===== src/rtl/mem_access_unit.sv =====
// Load/store unit: one outstanding data-memory access at a time. Computes the
// effective address, lane-aligns stores, extracts and extends load data.
//
// state | meaning
// IDLE  | ready for an issue; misaligned accepts stay here and pulse misalign_o
// REQ   | request on the bus, held stable until dmem_ack_i
// RESP  | acked; a non-killed load broadcasts its result on the next edge
module mem_access_unit #(
    parameter int ADDR_LEN = 32,
    parameter int DATA_LEN = 32,
    parameter int RRF_SEL  = 6
) (
    input  logic                clk_i,
    input  logic                reset_i,
    input  logic                issue_valid_i,
    input  logic [DATA_LEN-1:0] issue_op_1_i,
    input  logic [DATA_LEN-1:0] issue_op_2_i,
    input  logic [DATA_LEN-1:0] issue_imm_i,
    input  logic [RRF_SEL-1:0]  issue_rrf_tag_i,
    input  logic                issue_dst_val_i,
    input  logic                issue_store_i,
    input  logic [1:0]          issue_size_i,
    input  logic                issue_unsigned_i,
    input  logic                kill_i,
    output logic                ready_o,
    output logic                dmem_req_o,
    output logic                dmem_we_o,
    output logic [ADDR_LEN-1:0] dmem_addr_o,
    output logic [DATA_LEN-1:0] dmem_wdata_o,
    output logic [3:0]          dmem_wstrb_o,
    input  logic                dmem_ack_i,
    input  logic [DATA_LEN-1:0] dmem_rdata_i,
    output logic                result_valid_o,
    output logic [DATA_LEN-1:0] result_o,
    output logic [RRF_SEL-1:0]  result_dst_o,
    output logic                result_dst_val_o,
    output logic                misalign_o
);

    typedef enum logic [1:0] {
        IDLE = 2'd0,
        REQ  = 2'd1,
        RESP = 2'd2
    } state_t;

    state_t state, state_nxt;

    logic                killed;
    logic                store_q;
    logic                unsigned_q;
    logic [1:0]          size_q;
    logic [1:0]          addr_lo;
    logic [RRF_SEL-1:0]  dst_q;
    logic                dst_val_q;
    logic [3:0]          strb_q;
    logic [DATA_LEN-1:0] load_data;

    logic [ADDR_LEN-1:0] eff_addr;
    logic                accept;
    logic                misaligned;
    logic [DATA_LEN-1:0] wdata_rep;
    logic [3:0]          strb_calc;
    logic [DATA_LEN-1:0] rd_shift;
    logic [DATA_LEN-1:0] rd_ext;

    always_comb begin
        eff_addr   = ADDR_LEN'(issue_op_1_i + issue_imm_i);
        accept     = issue_valid_i && (state == IDLE) && !kill_i;
        misaligned = ((issue_size_i == 2'd1) && eff_addr[0]) ||
                     (issue_size_i[1] && (eff_addr[1:0] != 2'b00));
    end

    // Store lane replication and strobes; loads never write.
    always_comb begin
        wdata_rep = issue_op_2_i;
        strb_calc = 4'b0000;
        case (issue_size_i)
            2'd0: begin
                wdata_rep = {(DATA_LEN/8){issue_op_2_i[7:0]}};
                strb_calc = 4'b0001 << eff_addr[1:0];
            end
            2'd1: begin
                wdata_rep = {(DATA_LEN/16){issue_op_2_i[15:0]}};
                strb_calc = 4'b0011 << eff_addr[1:0];
            end
            default: strb_calc = 4'b1111;
        endcase
        if (!issue_store_i)
            strb_calc = 4'b0000;
    end

    always_comb begin
        rd_shift = dmem_rdata_i >> {addr_lo, 3'b000};
        case (size_q)
            2'd0:    rd_ext = {{(DATA_LEN-8){~unsigned_q & rd_shift[7]}}, rd_shift[7:0]};
            2'd1:    rd_ext = {{(DATA_LEN-16){~unsigned_q & rd_shift[15]}}, rd_shift[15:0]};
            default: rd_ext = rd_shift;
        endcase
    end

    always_ff @(posedge clk_i) begin
        if (!reset_i)
            state <= IDLE;
        else
            state <= state_nxt;
    end

    always_comb begin
        state_nxt    = state;
        ready_o      = 1'b0;
        dmem_req_o   = 1'b0;
        dmem_we_o    = 1'b0;
        dmem_wstrb_o = 4'b0000;
        case (state)
            IDLE: begin
                ready_o = 1'b1;
                if (accept && !misaligned)
                    state_nxt = REQ;
            end
            REQ: begin
                dmem_req_o   = 1'b1;
                dmem_we_o    = store_q;
                dmem_wstrb_o = strb_q;
                if (dmem_ack_i)
                    state_nxt = RESP;
            end
            RESP:    state_nxt = IDLE;
            default: state_nxt = IDLE;
        endcase
    end

    always_ff @(posedge clk_i) begin
        if (!reset_i) begin
            killed           <= 1'b0;
            store_q          <= 1'b0;
            unsigned_q       <= 1'b0;
            size_q           <= 2'd0;
            addr_lo          <= 2'd0;
            dst_q            <= '0;
            dst_val_q        <= 1'b0;
            strb_q           <= 4'b0000;
            load_data        <= '0;
            dmem_addr_o      <= '0;
            dmem_wdata_o     <= '0;
            result_valid_o   <= 1'b0;
            result_o         <= '0;
            result_dst_o     <= '0;
            result_dst_val_o <= 1'b0;
            misalign_o       <= 1'b0;
        end else begin
            misalign_o     <= accept && misaligned;
            result_valid_o <= 1'b0;
            // Misaligned accepts leave the bus-facing registers untouched.
            if (accept && !misaligned) begin
                killed       <= 1'b0;
                store_q      <= issue_store_i;
                unsigned_q   <= issue_unsigned_i;
                size_q       <= issue_size_i;
                addr_lo      <= eff_addr[1:0];
                dst_q        <= issue_rrf_tag_i;
                dst_val_q    <= issue_dst_val_i;
                strb_q       <= strb_calc;
                dmem_addr_o  <= {eff_addr[ADDR_LEN-1:2], 2'b00};
                dmem_wdata_o <= wdata_rep;
            end
            if (state == REQ) begin
                if (kill_i)
                    killed <= 1'b1;
                if (dmem_ack_i)
                    load_data <= rd_ext;
            end
            if ((state == RESP) && !store_q && !killed && !kill_i) begin
                result_valid_o   <= 1'b1;
                result_o         <= load_data;
                result_dst_o     <= dst_q;
                result_dst_val_o <= dst_val_q;
            end
        end
    end

endmodule


===== config.mk =====
export PLATFORM = sky130hd
export DESIGN_NAME = mem_access_unit
export DESIGN_NICKNAME = d
export VERILOG_FILES = /design/src/rtl/mem_access_unit.sv
export SDC_FILE = /design/constraint.sdc
export NUM_CORES = 1
export LEC_CHECK = 0
export CAP_MARGIN = 15
export CELL_PAD_IN_SITES_DETAIL_PLACEMENT = 0
export CELL_PAD_IN_SITES_GLOBAL_PLACEMENT = 1
export CORE_MARGIN = 2
export CORE_UTILIZATION = 36
export DETAILED_ROUTE_END_ITERATION = 8
export PLACE_DENSITY = 0.83
export SYNTH_ARGS = -nofsm -noshare
export SYNTH_HDL_FRONTEND = slang
export SYNTH_SLANG_ARGS = --single-unit

===== constraint.sdc =====
create_clock -name clk_i -period 7.15 [get_ports clk_i]
set_input_delay 1.43 -clock clk_i [delete_from_list [all_inputs] [get_ports clk_i]]
set_output_delay 1.43 -clock clk_i [all_outputs]
set_load 0.03 [all_outputs]

==> run metrics, run 1 <==
compound-gate portion of the synthesized area=0.236; top cells by count, synth=254 x nand2_1, 155 x dfxtp_1, 148 x a21oi_1; dominant cells by area after synthesis=dfxtp_1 39%, nand2_1 12%, a21oi_1 9.3%, ha_1 4.8%, mux2i_1 4.4%; clk slew on worst S/H paths=0.07 ns; Die Height=153 um; Most used DFF post-synth=dfxtp_1; mapped cell area=8000 um2; Cells after Synth=1034; Total Power=2.38 mW; Port Buffers=253; Synth Area in Adders=0.0510; Synth-to-Final Area Change=41.1%; Max VDD drop=0.118 mV; clk buf depth=2; area leader, netlist=dfxtp_1; worst hold path type=reg2reg; Fmax achieved=0.214 GHz; kind of critical path=in2reg; Final Util=0.518; Async SR Flop Fraction=0; Routed WL per cell=16.7 um; Clock Skew=0.0167 ns; initial antenna violation count=0; pins over their slew limit=0; Simple-Gate Fraction of Synth Area=0.202; htree depth=4; dpl cells=1505; Yosys warnings=0; worst path buffer plus inverter count=2; post-synthesis cell type count=64; DRT iter0 DRCs=459; most frequent cell after synthesis=nand2_1; EDFF count, synth=0; FP Rows=54; grt ovf=0; final worst slack=2.47 ns; data arrival time of the critical path=4.99 ns; DRC viols=0; leak pwr=4.07 nW; Synth Area per Inst=7.74 um2; slew at the pin closest to its max-slew limit=1.06 ns; CP Max Fanout=57; first-pass GRT wire length=40.9 mm; synthesized flop and latch total=155; Critical Path RT=7.46 ns; Root Driver=clkbuf_16; main combinational cell family by area after synthesis=compound AO/OA/AOI/OAI gates; ANT nets after route=0; DR vias/cell=5.25; Final period util=0.654; DR pass1 iterations=5; Total Routed Length=25.7 mm; Die Area=23400 um2; I/O Pins=256; dpl hpwl=18.7 mm; overall global routing resource usage=0.215; Hold-fix buffers, CTS=0; share of cells above drive strength 1=0.0533; Synth Area in XOR/XNOR=0.0252; startpoint types=primary input; via count=8065; CP delay by family, top=buffers and inverters; fin crit period=4.68 ns; die width=153 um; unrepaired setup endpoints after global routing=no; Clock Latency Late Sink=0.43 ns; top cell type's share of synthesized area=0.388; core footprint=21800 um2; # Post-CTS Setup Buffers=0; Reg area=3100 um2; n_diodes=0; routability cong.=0.861; CP max stage delay=0.59 ns; final setup vio count=0; crit path max-delay cell type=and2_2; MaxCap Viol Count=0; Nets=1420; Final Non-Filler Cells=1537; Setup TNS Final=0 ns; vias in the first global route=7698; Cell Pwr Density=211 nW/um2; FILL cells=2137; total CTS buffers=17; largest net degree at the start of global routing=95; CTS tree=done; outcome=finished, final reports clean; TritonCTS Sinks=155; Final Hold Viols=0; CTS resizes=0; multiplexer area fraction after synthesis=0.0550; worst-path cell chain=clkdlybuf4s50_1 > ha_1 > fa_1 > o21ai_0 > and2_2 > buf_4 > nor2_1 > a211oi_1 > nand3_1; multi-input logic area=4560 um2; Setup crit end kind=flip-flop; initial core utilization=0.367; sequential fraction of the synthesis area=0.388; worst rel slew slack=0.290; dpl ws=2.02 ns
-- placed cells by master, fill, tap and decap left out, types with 5 or more instances in the layout --
cell type / Yosys / layout
a211oi_1: 11 / 11
clkbuf_16: 0 / 17
o21ai_0: 68 / 68
a21oi_1: 148 / 148
a21o_1: 10 / 10
nor3_1: 8 / 8
xor2_1: 9 / 9
nor2_1: 50 / 50
and2_1: 9 / 8
and3_1: 7 / 7
clkdlybuf4s50_1: 0 / 253
nand4_1: 5 / 5
xnor2_1: 14 / 14
o21ai_1: 6 / 6
ha_1: 31 / 31
a31oi_1: 12 / 12
nand2_1: 254 / 253
mux2_2: 8 / 8
nand2b_1: 5 / 5
nor2b_1: 5 / 5
inv_1: 9 / 9
dfxtp_1: 155 / 155
buf_4: 2 / 11
nand3_1: 21 / 21
o211ai_1: 13 / 13
a311oi_1: 8 / 8
mux2i_1: 35 / 35
-- worst paths after layout --
check / from / end / slack [ns] / depth (start not counted)
worst max-delay path: issue_imm_i[0] / dmem_addr_o[29] / 2.47 / 9
worst min-delay path: load_data[25] / result_o[25] / 0.45 / 2
worst max register to register: state[1] / dmem_addr_o[29] / 4.26 / 7
worst min register to register: load_data[25] / result_o[25] / 0.45 / 2
-- where the power goes --
part / internal (mW) / leakage, nW / switching [mW]
Sequential: 0.896 / 1.26 / 0.0219
Clock: 0.597 / 0.309 / 0.377
Combinational: 0.219 / 2.50 / 0.272
-- area by class of cell --
| type | count | area share |
|---|---|---|
| Tap cell | 280 | 0.0310 |
| Clock inverter | 13 | 0.0165 |
| Inverter | 10 | 0.00343 |
| Clock buffer | 19 | 0.0392 |
| Sequential cell | 155 | 0.275 |
| Timing Repair Buffer | 264 | 0.232 |
| Multi-Input combinational cell | 796 | 0.404 |
-- tightest hold or removal path, cell delays in order, from the launching register on --
cell	delay, ns
dfxtp_1	0.31
nand2_1	0.05
a21oi_1	0.05
-- per-layer routing --
metal,track usage,share of wire,up-vias
li1,-,-,4027
met2,0.356,0.47,269
met5,0,0,-
met3,0.0451,0.062,22
met1,0.287,0.46,3747
met4,0.0503,0.011,0
-- through the flow --
step,hold slack (ns),cell area (um2)
final,0.447,11300
after global routing,0.460,11300
after CTS,0.451,11300
after detailed placement,0.441,10700
after global placement,0.437,10700
after floorplan,0.427,8010
-- kinds of logic after synthesis --
kind of cell	count (synthesis)
fa+ha+maj	32
other cells	1
flops	155
xor+xnor	23
mux	43
buf+inv	84
compound gates	314
simple gates	382
-- state kept, by name (all words and copies together) (netlist names) --
register and count:
addr_lo 2, dmem_addr_o 30, dmem_wdata_o 32, dst_q 6
dst_val_q 1, killed 1, load_data 32, misalign_o 1
result_dst_o 6, result_dst_val_o 1, result_o 32, result_valid_o 1
size_q 2, state 2, store_q 1, strb_q 4
unsigned_q 1
No activity file was read; power rests on OpenSTA's default activity.
==> run 2, diff against run 1 <==
--- a/config.mk
+++ b/config.mk
@@ -9,9 +9,9 @@
 export CELL_PAD_IN_SITES_DETAIL_PLACEMENT = 0
 export CELL_PAD_IN_SITES_GLOBAL_PLACEMENT = 1
 export CORE_MARGIN = 2
-export CORE_UTILIZATION = 36
+export CORE_UTILIZATION = 33
 export DETAILED_ROUTE_END_ITERATION = 8
-export PLACE_DENSITY = 0.83
+export PLACE_DENSITY = 0.77
 export SYNTH_ARGS = -nofsm -noshare
 export SYNTH_HDL_FRONTEND = slang
 export SYNTH_SLANG_ARGS = --single-unit
==> constraint.sdc (replaced) <==
create_clock -name clk_i -period 4.9 [get_ports clk_i]
set_input_delay 0.98 -clock clk_i [delete_from_list [all_inputs] [get_ports clk_i]]
set_output_delay 0.98 -clock clk_i [all_outputs]
set_load 0.03 [all_outputs]
==> run 2 against run 1 <==
Final cell count is 2.8% higher. First-iteration DRC count is 18% lower. Utilization is 3.9 points lower. Largest power group is now registers. Sequential share of layout area hardly changed.
==> run metrics, run 2 (synthesis results as in run 1) <==
outcome=finished, final reports clean; worst rel slew slack=0.439 (+0.149); Critical Path RT=5.27 ns (-2.19 ns); vias in the first global route=7812 (+1.5%); CP Max Fanout=22 (-61%); kind of critical path=in2reg; Worst R2R Path Depth=7 (unchanged); slew at the pin closest to its max-slew limit=0.838 ns (-0.227 ns); crit path max-delay cell type=fa_1; largest net degree at the start of global routing=55 (-42%); routability cong.=0.858 (-0.37%); pins over their slew limit=0 (unchanged); clk slew on worst S/H paths=0.07 ns (about the same); share of cells above drive strength 1=0.0563 (+0.00300); reg-to-reg startpoint=addr_lo[1]; dpl ws=0.872 ns (-1.15 ns); n_diodes=0 (unchanged); overall global routing resource usage=0.204 (-0.0107); worst hold path type=reg2reg; final setup vio count=0 (unchanged); CP delay by family, top=simple AND/OR/NAND/NOR gates; total CTS buffers=17 (unchanged); Root Driver=clkbuf_16; first-pass GRT wire length=41.9 mm (+2.4%); MaxCap Viol Count=0 (unchanged); final worst slack=1.32 ns (-1.16 ns); DRC viols=0 (unchanged); startpoint types=primary input; worst hold path cell count=2 (unchanged); Final Hold Viols=0 (unchanged); Clock Latency Late Sink=0.42 ns (about the same); fin crit period=3.58 ns; initial antenna violation count=0 (unchanged); Fmax achieved=0.279 GHz; TritonCTS Sinks=155 (unchanged); most frequent cells in the layout=253 x nand2_1, 253 x clkdlybuf4s50_1, 155 x dfxtp_1; unrepaired setup endpoints after global routing=no; hold_sp=load_data[13]; dpl hpwl=19.8 mm (+6.0%); CTS tree=done; grt ovf=0 (unchanged); Final period util=0.731; CP Depth=9 (unchanged); final hold slack=0.446 ns (-0.00111 ns); data arrival time of the critical path=3.95 ns (-1.04 ns); CTS resizes=0 (unchanged); Cell Pwr Density=294 nW/um2 (+39%); flop-to-flop setup slack=2.38 ns (-1.88 ns); hold path endpoint=result_o[13]; # Post-CTS Setup Buffers=0 (unchanged); CP max stage delay=0.56 ns (-0.03 ns); I/O Pins=256 (unchanged); Total Routed Length=26.6 mm (+3.3%); htree depth=4 (unchanged); core footprint=23600 um2 (+8.2%); Setup crit end kind=flip-flop; worst-path cell chain=clkdlybuf4s50_1 > ha_1 > fa_1 > o21ai_0 > and2_2 > nand2_1 > buf_4 > or4_1 > nand3_1; Die Area=25500 um2 (+8.8%); Die Height=160 um (+4.3%); clk buf depth=2 (unchanged); Setup TNS Final=0 ns (unchanged); FP Rows=56 (+3.7%); initial core utilization=0.339 (-0.0278); worst r2r dst=load_data[24]; die width=160 um (+4.3%); Port Buffers=253 (unchanged); Nets=1424 (+0.28%); Routed WL per cell=16.8 um (+0.45%); Hold-fix buffers, CTS=0 (unchanged); Synth-to-Final Area Change=41.3%; Max VDD drop=0.199 mV (+70%); DR pass1 iterations=5 (unchanged); DRT iter0 DRCs=377 (-18%); biggest regs=dmem_wdata_o (32), load_data (32), result_o (32); DR vias/cell=5.08 (-3.3%); leak pwr=4.05 nW (-0.55%); worst path buffer plus inverter count=2 (unchanged); via count=8021 (-0.55%); ANT nets after route=0 (unchanged); Clock Skew=0.00991 ns (-0.00679 ns)
[run 2: cell count changes in the layout (fill, tap and decap cells not counted), sizes merged]
cell,before,now
buf,11,15
clkinvlp,1,3
clkbuf,19,20
bufinv,4,0
clkinv,5,4
inv,13,15
[run 2: area by class of cell]
cell class	instances	area (um2)
sequential	155	3100
timing repair buffer	268	2650
clock buffer	20	457
tap	319	399
multi-input combinational	796	4560
fill	2384	12300
clock inverter	12	104
inverter	10	40.0
[run 2: power breakdown]
group	internal [mW]	switching, mW	total [mW]
Clock	0.688	0.572	1.26
Combinational	0.322	0.401	0.723
Sequential	1.31	0.0310	1.34
[run 2: worst reg2reg max path, stage by stage, from the launching register on]
cell     delay, ns
dfxtp_1       0.57
inv_1         0.33
nor2_1        0.52
nand2_1       0.10
o21ai_0       0.14
mux2i_1       0.13
o31a_1        0.46
a21oi_1       0.22
[run 2: worst max-delay path by stage]
stage / start / end / slack, ns
2_1_floorplan: issue_op_1_i[0] / dmem_addr_o[26] / 1.78
3_3_place_gp: issue_op_1_i[0] / dmem_addr_o[24] / 0.94
3_5_place_dp: issue_op_1_i[0] / dmem_addr_o[24] / 0.87
4_1_cts: issue_op_1_i[0] / dmem_addr_o[24] / 1.34
5_1_grt: issue_op_1_i[0] / dmem_addr_o[24] / 1.16
6_report: issue_op_1_i[0] / dmem_addr_o[24] / 1.32
[run 2: routing by layer]
| layer | wire (um) | vias to the layer above | global-route usage |
|---|---|---|---|
| li1 | - | 4034 | - |
| met5 | 0 | - | 0 |
| met4 | 515 | 0 | 0.0570 |
| met1 | 12400 | 3685 | 0.277 |
| met2 | 11900 | 268 | 0.324 |
| met3 | 1690 | 34 | 0.0486 |
[run 2: through the flow]
stage / power (mW) / instances / area [um2] / util
detailed placement: 2.09 / 1548 / 10700 / 0.455
global placement: 2.09 / 1548 / 10700 / 0.455
global route: 3.48 / 1580 / 11300 / 0.479
floorplan: 1.79 / 1035 / 8010 / -
CTS: 3.36 / 1580 / 11300 / 0.479
finish: 3.32 / 1580 / 11300 / 0.479
